`config.mk`:
```
export PLATFORM = sky130hd
export DESIGN_NAME = pipelined_alu_mc
export DESIGN_NICKNAME = d
export VERILOG_FILES = /design/src/rtl/pipelined_alu_mc.sv
export SDC_FILE = /design/constraint.sdc
export NUM_CORES = 2
export LEC_CHECK = 0
export ABC_AREA = 1
export CORE_ASPECT_RATIO = 1.4
export CORE_MARGIN = 8
export CORE_UTILIZATION = 40
export CTS_CLUSTER_SIZE = 8
export DETAILED_ROUTE_END_ITERATION = 6
export PLACE_DENSITY = 0.56
export SLEW_MARGIN = 20
export SYNTH_ARGS = -nofsm -noshare
export SYNTH_HDL_FRONTEND = slang
export SYNTH_SLANG_ARGS = --single-unit
```
`constraint.sdc`:
```
create_clock -name clk -period 4.9 [get_ports clk]
set_input_delay 0.735 -clock clk [delete_from_list [all_inputs] [get_ports clk]]
set_output_delay 0.735 -clock clk [all_outputs]
set_load 0.05 [all_outputs]
```
`src/rtl/pipelined_alu_mc.sv`:
```
`default_nettype none
// ============================================================================
//  Module   : pipelined_alu_mc
//  Purpose  : Multi-cycle RV64I-style ALU with iterative MUL/DIVU/REMU and
//             valid/ready handshakes on both the operand and result sides.
//  Revision : 1.0 - initial release
// ============================================================================
module pipelined_alu_mc #(
    parameter int WIDTH         = 64,
    parameter int SHW           = $clog2(WIDTH),
    parameter int TAG_W         = 4,
    parameter int ENABLE_MULDIV = 1
) (
    input  logic             clk,
    input  logic             rst_n,
    input  logic             in_valid,
    output logic             in_ready,
    input  logic [3:0]       op,
    input  logic [WIDTH-1:0] a,
    input  logic [WIDTH-1:0] b,
    input  logic [TAG_W-1:0] in_tag,
    output logic             out_valid,
    input  logic             out_ready,
    output logic [WIDTH-1:0] result,
    output logic             zero,
    output logic             carry,
    output logic             overflow,
    output logic             illegal,
    output logic [TAG_W-1:0] out_tag
);

    localparam int c_CNT_W = $clog2(WIDTH);

    localparam logic [3:0] c_OP_ADD  = 4'd0;
    localparam logic [3:0] c_OP_SUB  = 4'd1;
    localparam logic [3:0] c_OP_AND  = 4'd2;
    localparam logic [3:0] c_OP_OR   = 4'd3;
    localparam logic [3:0] c_OP_XOR  = 4'd4;
    localparam logic [3:0] c_OP_SLL  = 4'd5;
    localparam logic [3:0] c_OP_SRL  = 4'd6;
    localparam logic [3:0] c_OP_SRA  = 4'd7;
    localparam logic [3:0] c_OP_SLT  = 4'd8;
    localparam logic [3:0] c_OP_SLTU = 4'd9;
    localparam logic [3:0] c_OP_MUL  = 4'd10;
    localparam logic [3:0] c_OP_DIVU = 4'd11;
    localparam logic [3:0] c_OP_REMU = 4'd12;

    localparam logic [1:0] c_ST_IDLE = 2'd0;
    localparam logic [1:0] c_ST_BUSY = 2'd1;
    localparam logic [1:0] c_ST_DONE = 2'd2;

    logic [1:0]         r_state;
    logic [c_CNT_W-1:0] r_count;
    logic [3:0]         r_op;
    logic [WIDTH-1:0]   r_acc;
    logic [WIDTH-1:0]   r_x;
    logic [WIDTH-1:0]   r_y;
    logic               r_out_valid;
    logic [WIDTH-1:0]   r_result;
    logic               r_zero;
    logic               r_carry;
    logic               r_overflow;
    logic               r_illegal;
    logic [TAG_W-1:0]   r_out_tag;

    assign in_ready  = (r_state == c_ST_IDLE) || ((r_state == c_ST_DONE) && out_ready);
    assign out_valid = r_out_valid;
    assign result    = r_result;
    assign zero      = r_zero;
    assign carry     = r_carry;
    assign overflow  = r_overflow;
    assign illegal   = r_illegal;
    assign out_tag   = r_out_tag;

    logic             w_accept;
    logic             w_is_sub;
    logic             w_is_addsub;
    logic [WIDTH-1:0] w_b_add;
    logic [WIDTH-1:0] w_sum;
    logic             w_cout;
    logic             w_ovf;
    logic [SHW-1:0]   w_shamt;
    logic [WIDTH-1:0] w_sra;
    logic             w_muldiv_op;
    logic             w_illegal;
    logic             w_div_by_zero;
    logic             w_start_iter;
    logic [WIDTH-1:0] w_single;

    assign w_accept    = in_valid && in_ready;
    assign w_is_sub    = (op == c_OP_SUB) || (op == c_OP_SLT) || (op == c_OP_SLTU);
    assign w_is_addsub = (op == c_OP_ADD) || (op == c_OP_SUB);
    assign w_b_add     = w_is_sub ? ~b : b;
    assign {w_cout, w_sum} = {1'b0, a} + {1'b0, w_b_add} + {{WIDTH{1'b0}}, w_is_sub};
    // Overflow judged on the second adder operand, so SUB/SLT use ~b here.
    assign w_ovf       = (a[WIDTH-1] == w_b_add[WIDTH-1]) && (w_sum[WIDTH-1] != a[WIDTH-1]);
    assign w_shamt     = b[SHW-1:0];
    assign w_sra       = $signed(a) >>> w_shamt;

    assign w_muldiv_op   = (ENABLE_MULDIV != 0) && (op >= c_OP_MUL) && (op <= c_OP_REMU);
    assign w_illegal     = (op > c_OP_REMU) ||
                           ((ENABLE_MULDIV == 0) && (op >= c_OP_MUL));
    assign w_div_by_zero = w_muldiv_op && (op != c_OP_MUL) && (b == '0);
    assign w_start_iter  = w_muldiv_op && !w_div_by_zero;

    always_comb begin
        w_single = '0;
        if (!w_illegal) begin
            case (op)
                c_OP_ADD, c_OP_SUB: w_single = w_sum;
                c_OP_AND:  w_single = a & b;
                c_OP_OR:   w_single = a | b;
                c_OP_XOR:  w_single = a ^ b;
                c_OP_SLL:  w_single = a << w_shamt;
                c_OP_SRL:  w_single = a >> w_shamt;
                c_OP_SRA:  w_single = w_sra;
                c_OP_SLT:  w_single = {{(WIDTH-1){1'b0}}, w_sum[WIDTH-1] ^ w_ovf};
                c_OP_SLTU: w_single = {{(WIDTH-1){1'b0}}, ~w_cout};
                c_OP_DIVU: w_single = '1;
                c_OP_REMU: w_single = a;
                default:   w_single = '0;
            endcase
        end
    end

    // One iteration step: MUL keeps r_acc=partial product, r_x=shifted
    // multiplicand, r_y=remaining multiplier; DIV keeps r_acc=partial
    // remainder, r_x=divisor, r_y=dividend bits shifting into quotient bits.
    logic [WIDTH-1:0] w_mul_acc;
    logic [WIDTH:0]   w_trial;
    logic [WIDTH-1:0] w_div_rem;
    logic [WIDTH-1:0] w_div_quo;
    logic [WIDTH-1:0] w_iter_res;

    assign w_mul_acc = r_y[0] ? (r_acc + r_x) : r_acc;
    assign w_trial   = {r_acc, r_y[WIDTH-1]} - {1'b0, r_x};
    assign w_div_rem = w_trial[WIDTH] ? {r_acc[WIDTH-2:0], r_y[WIDTH-1]} : w_trial[WIDTH-1:0];
    assign w_div_quo = {r_y[WIDTH-2:0], ~w_trial[WIDTH]};
    assign w_iter_res = (r_op == c_OP_MUL)  ? w_mul_acc :
                        (r_op == c_OP_DIVU) ? w_div_quo : w_div_rem;

    always_ff @(posedge clk or negedge rst_n) begin
        if (!rst_n) begin
            r_state     <= c_ST_IDLE;
            r_count     <= '0;
            r_op        <= '0;
            r_acc       <= '0;
            r_x         <= '0;
            r_y         <= '0;
            r_out_valid <= 1'b0;
            r_result    <= '0;
            r_zero      <= 1'b0;
            r_carry     <= 1'b0;
            r_overflow  <= 1'b0;
            r_illegal   <= 1'b0;
            r_out_tag   <= '0;
        end else begin
            case (r_state)
                c_ST_BUSY: begin
                    if (r_op == c_OP_MUL) begin
                        r_acc <= w_mul_acc;
                        r_x   <= r_x << 1;
                        r_y   <= r_y >> 1;
                    end else begin
                        r_acc <= w_div_rem;
                        r_y   <= w_div_quo;
                    end
                    r_count <= r_count - c_CNT_W'(1);
                    if (r_count == '0) begin
                        r_state     <= c_ST_DONE;
                        r_out_valid <= 1'b1;
                        r_result    <= w_iter_res;
                        r_zero      <= (w_iter_res == '0);
                        r_carry     <= 1'b0;
                        r_overflow  <= 1'b0;
                        r_illegal   <= 1'b0;
                    end
                end
                default: begin
                    if (w_accept) begin
                        r_out_tag <= in_tag;
                        if (w_start_iter) begin
                            r_state     <= c_ST_BUSY;
                            r_count     <= c_CNT_W'(WIDTH-1);
                            r_out_valid <= 1'b0;
                            r_op        <= op;
                            r_acc       <= '0;
                            r_x         <= (op == c_OP_MUL) ? a : b;
                            r_y         <= (op == c_OP_MUL) ? b : a;
                        end else begin
                            r_state     <= c_ST_DONE;
                            r_out_valid <= 1'b1;
                            r_result    <= w_single;
                            r_zero      <= (w_single == '0);
                            r_carry     <= w_is_addsub && w_cout;
                            r_overflow  <= w_is_addsub && w_ovf;
                            r_illegal   <= w_illegal;
                        end
                    end else if ((r_state == c_ST_DONE) && out_ready) begin
                        r_state     <= c_ST_IDLE;
                        r_out_valid <= 1'b0;
                    end
                end
            endcase
        end
    end

endmodule
`default_nettype wire

```
## Word-level counts from Yosys, hierarchy flattened

Index checks and enable logic that the tools add are counted.

- Memories kept: 0
- Word-level logic and storage cells: 136
- Latch bits: 0
- Output and inout bits: 74
- Register bits after elaboration: 277
- Memory bits (writable): 0
- Memory bits (read-only): 0

- Bitwise operators: 8
- Shift-type cells: 3
- Add/sub/neg operators: 5
- Equality and inequality tests: 22
- Magnitude comparators: 3
- Divide/modulo/power cells: 0
- Reduce and logical (&&, ||, !) cells: 30
- Mux-type cells: 52
- $mul: 0

Operators by type and width:

| kind | number |
|---|---|
| $mux W64 | 24 |
| $pmux W64 S11 | 1 |
| $logic_not A64 Y1 | 3 |
| $add A64 B64 Y65 | 1 |
| $add A65 B1 Y65 | 1 |
| $sub A65 B64 Y65 | 1 |
| $add A64 B64 Y64 | 1 |
| $and A64 B64 Y64 | 1 |
| $not A64 Y64 | 1 |
| $or A64 B64 Y64 | 1 |
| $shl A64 B6 Y64 | 1 |
| $shr A64 B6 Y64 | 1 |
| $sshr A64 B6 Y64 | 1 |
| $xor A64 B64 Y64 | 1 |
| $eq A4 B4 Y1 const B | 7 |
| $mux W1 | 19 |
| $mux W6 | 3 |
| $eq A4 B3 Y1 const B | 4 |
| $mux W2 | 5 |
| $logic_and A1 B1 Y1 | 9 |
| $reduce_and A3 Y1 | 3 |
| $eq A4 B2 Y1 const B | 2 |
| $logic_not A6 Y1 | 1 |
| $reduce_and A2 Y1 | 3 |
| other kinds (21) | 28 |

## Depth between registers and ports, before layout

- Word-level depth: 15
- Depth in mapped cells: 31
- Mapped depth without buffers: 29

## Worst setup path before layout

OpenSTA, ideal clock, no wires.

- Path type: input to register
- Start: in b[5]
- End: reg r_zero, in the netlist zero
- Buffers on the path: 3
- Arrival time: 3842 ps
- Data required time: 4837 ps
- Cell stages on the path: 26
- Path slack: 995 ps
- Path through: clkbuf_1 clkinv_1 clkbuf_1 buf_1 xor2_1 ha_1 a21oi_1 nor2_1 nor2_1 nand2_1 nand2_1 nand2_1 nand3_1 nand2_1 or2_2 nand3_1 nand3_1 nor2_1 nand2_1 nor2_1 nand2_1 nor2_1 nand3_1 nand3_1 nand2_1 inv_1

- Longest elaborated chain between the ends: 13
- Elaborated cells between the ends (all ways): 26
- Classes of those cells: 2 x add/sub; 2 x eq/ne; 3 x shift; 6 x mux; 6 x bitwise; 7 x reduce/logical

RTL lines:

| item | RTL line | RTL |
|---|---|---|
| start: declaration | 20 | `input logic [WIDTH-1:0] b,` |
| $not A64 Y64 | 93 | `assign w_b_add = w_is_sub ? ~b : b;` |
| $mux W64 | 93 |  |
| $add A64 B64 Y65 | 94 | `assign {w_cout, w_sum} = {1'b0, a} + {1'b0, w_b_add} + {{WIDTH{1'b0}}, w_is_sub};` |
| $add A65 B1 Y65 | 94 |  |
| $ne A1 B1 Y1 | 96 | `assign w_ovf = (a[WIDTH-1] == w_b_add[WIDTH-1]) && (w_sum[WIDTH-1] != a[WIDTH-1]);` |
| $logic_and A1 B1 Y1 | 96 |  |
| $xor A1 B1 Y1 | 117 | `c_OP_SLT: w_single = {{(WIDTH-1){1'b0}}, w_sum[WIDTH-1] ^ w_ovf};` |
| $pmux W64 S11 | 109 | `case (op)` |
| $mux W64 | 108 | `if (!w_illegal) begin` |
| $logic_not A64 Y1 | 194 | `r_zero <= (w_single == '0);` |
| $mux W1 | 182 | `if (w_start_iter) begin` |
| $mux W1 | 180 | `if (w_accept) begin` |
| $mux W1 | 158 | `case (r_state)` |
| end signal: assignment | 173 | `r_zero <= (w_iter_res == '0);` |
| end signal: assignment | 194 |  |
| end: declaration | 60 | `logic r_zero;` |

Several ways; a longest one is shown, not always the timed one. The select of a mux whose other input is x is not followed.
A chain may end at the register's enable or synchronous reset.

## Final worst setup path

- Start: in op[0]
- End: reg r_zero, in the netlist zero

- Longest elaborated chain between the ends: 15
- Elaborated cells between the ends (all ways): 40
- Classes of those cells: 2 x add/sub; 3 x order compare; 15 x eq/ne; 6 x mux; 2 x bitwise; 12 x reduce/logical

RTL lines:

| item | RTL line | RTL |
|---|---|---|
| start: declaration | 18 | `input logic [3:0] op,` |
| $eq A4 B1 Y1 / $eq A4 B4 Y1 (equally long branches) | 91, 109 |  |
| $logic_or A1 B1 Y1 (2 in series) | 91 | `assign w_is_sub = (op == c_OP_SUB) \|\| (op == c_OP_SLT) \|\| (op == c_OP_SLTU);` |
| $mux W64 | 93 |  |
| $add A64 B64 Y65 | 94 |  |
| $add A65 B1 Y65 | 94 |  |
| $ne A1 B1 Y1 | 96 |  |
| $logic_and A1 B1 Y1 | 96 |  |
| $xor A1 B1 Y1 | 117 |  |
| $pmux W64 S11 | 109 |  |
| $mux W64 | 108 |  |
| $logic_not A64 Y1 | 194 |  |
| $mux W1 | 182 |  |
| $mux W1 | 180 |  |
| $mux W1 | 158 |  |

Several ways; a longest one is shown, not always the timed one. The select of a mux whose other input is x is not followed.

==> results summary <==
The maximum fanout count along the critical path came out at 10. The number of antenna violations at the first check in global routing is 18. The average vias per placed instance came out at 6.188. The number of max-slew violations in the final report is 0. The final route contains 65,750 vias.

The synthesized netlist net count is 8,809. The count of yosys warnings during synthesis is 0. The cell sitting at the root of the clock tree is a sky130_fd_sc_hd__clkbuf_16.

The synthesized design contains 276 register bits. The commonest non-fill, non-tap cell in the layout is sky130_fd_sc_hd__nand2_1. The power density normalized to cell area is 584.4 nW/µm².

The floorplan step defined a die boundary enclosing 127,300 µm². The design draws 0.03360 W. In this run the critical register-to-register path is launched from r_x[38]$_DFFE_PN0P_. The synthesized netlist contains 63 unique library cells. The width of the die is 303.8 µm. The combined global-route utilization of all metal layers is 0.4858. The CTS tree is yes.

From bottom edge to top edge, the die measures 419.0 µm. The number of cells produced by synthesis came out at 8,344. The terminus of the critical flop-to-flop path is zero$_DFFE_PN0P_. The setup path with the least slack is of type in2reg. The number of nets still failing antenna checks after routing came out at 0. The top-level port count came out at 214. In this run the deepest clock path goes through 3 buffers. The final period demand of the worst path came out at 4740 ps. The cell that appears most often on the critical path is sky130_fd_sc_hd__nand2_1.

The largest net degree at the start of global routing is 139. The clock-pin slew on the worst setup and hold paths came out at 70 ps. The flow ran to the end, but the final reports show violations. Counting buffers and inverters, the worst setup path is 26 cells deep. The number of global-route vias before repair is 62,500. The post-route fraction of the period consumed by the critical path came out at 0.9673. The number of endpoints failing setup at the final stage is 0.

The slowest stage of the critical path is the sky130_fd_sc_hd__clkdlybuf4s50_1 cell. The maximum frequency from static timing analysis came out at 211.0 MHz. The number of max-capacitance violations reported came out at 0. The endpoint arrival time on the critical path is 5270 ps. A synthesized cell averages 5.561 µm². The routability congestion estimate is 1.131. The initial cell density of the core came out at 0.4009.

On the critical path the largest part of the delay comes from simple AND/OR/NAND/NOR gates. The layer carrying the most global-route usage is met2. The flip-flop cell with the highest count after synthesis is sky130_fd_sc_hd__dfrtp_1. The area share of the leading cell type in the synthesized netlist is 0.2174. The worst register-to-register path has a setup slack of 240 ps. Summing all flip-flop and latch instances after layout gives 6908 µm². The H-tree was split into 2 levels. In this run the core area contains 148 standard-cell rows. The sequential area share after synthesis came out at 0.1489.

The final wirelength is 326.0 mm. The depth of the worst register-to-register path came out at 27. From synthesis to final layout, the design area changed by 23.90%.

The worst slew margin relative to its limit is 0.2340. The type of origin of the critical path is a primary input. The netlist area before placement came out at 46,400 µm². The wire-length estimate of the detail-placed layout is 271.3 mm. The number of violations reported at the end of detailed-routing iteration 0 came out at 9,080. Across the VDD grid, the largest voltage drop is 792.5 µV. The number of buffers and inverters on the critical path is 5. By area the synthesized netlist is led by sky130_fd_sc_hd__nand2_1 22%, sky130_fd_sc_hd__dfrtp_1 15%, sky130_fd_sc_hd__nand3_1 11%. The number of port buffers came out at 213. The worst hold path belongs to the class in2async.

The met1 track demand over resource in global routing came out at 0.5000. The wire length of the first global-routing pass came out at 447.9 mm. The worst clock skew on the final layout came out at 27.47 ps. Setup repair after global routing left no endpoint under its margin.

The analysis attributes to cell leakage a power of 29.72 nW. In this run, synthesis inferred 0 flip-flops with an integrated enable. The final reports fail on design-rule violations.

The worst setup path is captured at a register. The number of optimization iterations in the first detailed-route pass is 7. The met2 usage in global routing came out at 0.7777.

The remaining routing DRC violations came out at 5. For the pin with the worst max-slew slack, the measured transition is 1149 ps. In the final design database the tool counted 9,578 nets.

At the worst endpoint, the required time is 5430 ps. The fraction of the core area covered by cells at the end of the flow came out at 0.4967. In the layout the commonest cells are 2,683 x sky130_fd_sc_hd__nand2_1, 1,043 x sky130_fd_sc_hd__inv_1, 996 x sky130_fd_sc_hd__nand3_1. Dividing the detail-routed wire length by the instance count gives 30.68 µm.

The final-layout fill cell count is 12,380. The clock reaches the later pin of the worst-skew pair after 580 ps. The maximum single-stage delay on the critical path is 480 ps. The number of hold violations in the final report is 0. The fraction of layout instances using a drive strength above 1 came out at 0.1135. The area occupied by multi-input gates came out at 34,010 µm². The TritonCTS sink count is 276. The standard cell core area is 115,700 µm². Buffers inserted during clock tree synthesis total 40. The met3 track utilization from global routing is 0.08664.

Summed over all layers, the global routing overflow is 0. The biggest area contributor in the post-synthesis netlist is sky130_fd_sc_hd__nand2_1. For this run, asynchronously set or reset flops after synthesis account for 1.000.
==> area by class of cell <==
type                       count  area share
inverter                    1062     0.06967
multi-input combinational   6625      0.5916
antenna                        9   0.0003918
timing repair buffer        1108      0.1668
sequential                   276      0.1202
clock buffer                  42     0.01791
tap                         1500     0.03265
clock inverter                 3   0.0008271
==> synthesized netlist by cell type, types with 15 or more instances <==
cell                       number
sky130_fd_sc_hd__buf_2         63
sky130_fd_sc_hd__buf_1         90
sky130_fd_sc_hd__nand3b_1      44
sky130_fd_sc_hd__o221ai_1      75
sky130_fd_sc_hd__nand4_1       81
sky130_fd_sc_hd__nand3_1      999
sky130_fd_sc_hd__nor3_1        68
sky130_fd_sc_hd__o21ai_0      590
sky130_fd_sc_hd__a32o_1        27
sky130_fd_sc_hd__dfrtp_1      276
sky130_fd_sc_hd__nand2_1     2687
sky130_fd_sc_hd__o21bai_1      30
sky130_fd_sc_hd__a211oi_1      18
sky130_fd_sc_hd__inv_1       1050
sky130_fd_sc_hd__a21oi_1      544
sky130_fd_sc_hd__nor4_1        18
sky130_fd_sc_hd__clkbuf_1     211
sky130_fd_sc_hd__o22ai_1       15
sky130_fd_sc_hd__o211ai_1     219
sky130_fd_sc_hd__or2_2         20
sky130_fd_sc_hd__xor2_1        93
sky130_fd_sc_hd__ha_1         322
sky130_fd_sc_hd__a22oi_1       45
sky130_fd_sc_hd__nor2_1       565
sky130_fd_sc_hd__o21a_1        36
==> layer usage <==
metal  wire [µm]  up-vias
met3       30010     1534
met4       49030        8
li1            -    29210
met5          57        -
met2      141400     4578
met1      105500    30420
==> state kept, by name, indices dropped and copies added, names as in the netlist <==
| name | cells |
|---|---|
| r_state | 2 |
| r_y | 64 |
| overflow | 1 |
| result | 64 |
| illegal | 1 |
| r_acc | 64 |
| r_count | 6 |
| r_x | 64 |
| carry | 1 |
| r_op | 4 |
| zero | 1 |
| out_tag | 4 |
==> worst max-delay path by stage <==
stage                                  end  slack [ps]  startpoint
final                     zero$_DFFE_PN0P_         160       op[0]
after global routing      zero$_DFFE_PN0P_          20       op[0]
after CTS                 zero$_DFFE_PN0P_         130       op[0]
after global placement    zero$_DFFE_PN0P_       -1120       op[0]
after floorplan           zero$_DFFE_PN0P_        1000        b[5]
after detailed placement  zero$_DFFE_PN0P_        -990       op[0]
==> cells by family after synthesis <==
family,Yosys count,synth area share
simple gates,4527,0.4095
mux,2,0.0004315
xor+xnor,106,0.02001
compound gates,1665,0.2127
buf+inv,1443,0.1204
flops,276,0.1489
fa+ha+maj,325,0.08813
==> power breakdown <==
group | leakage, nW | switching (W) | total [W] | internal (W)
Clock | 0.530 | 0.00121 | 0.00273 | 0.00152
Combinational | 25.7 | 0.0180 | 0.0264 | 0.00844
Sequential | 3.47 | 0.00118 | 0.00446 | 0.00329
Total | 29.7 | 0.0203 | 0.0336 | 0.0133
==> metrics by stage <==
stage / instances / cell area (µm²) / hold WS (ps) / worst slack, ps / TNS [ps]
after floorplan: 8344 / 46400 / 422.5 / 995.3 / 0
after global placement: 10570 / 56330 / 438.3 / -1121 / -1700
after detailed placement: 10570 / 56330 / 461.9 / -993.0 / -1477
after CTS: 10620 / 57420 / 154.7 / 131.1 / 0
after global routing: 10620 / 57480 / 189.0 / 23.48 / 0
final: 10630 / 57490 / 125.6 / 160.2 / 0
==> repair_timing <==
| item | in CTS | in global routing |
|---|---|---|
| hold buffers | 0 | 0 |
| cloned | 0 | 0 |
| pin swaps | 0 | 1 |
| endpoints found under the setup margin | 1 | 1 |
| setup buffers | 0 | 1 |
| resized for setup | 3 | 7 |
| hold endpoints to repair | 0 | 0 |
Power figures use the tool's default switching activity.
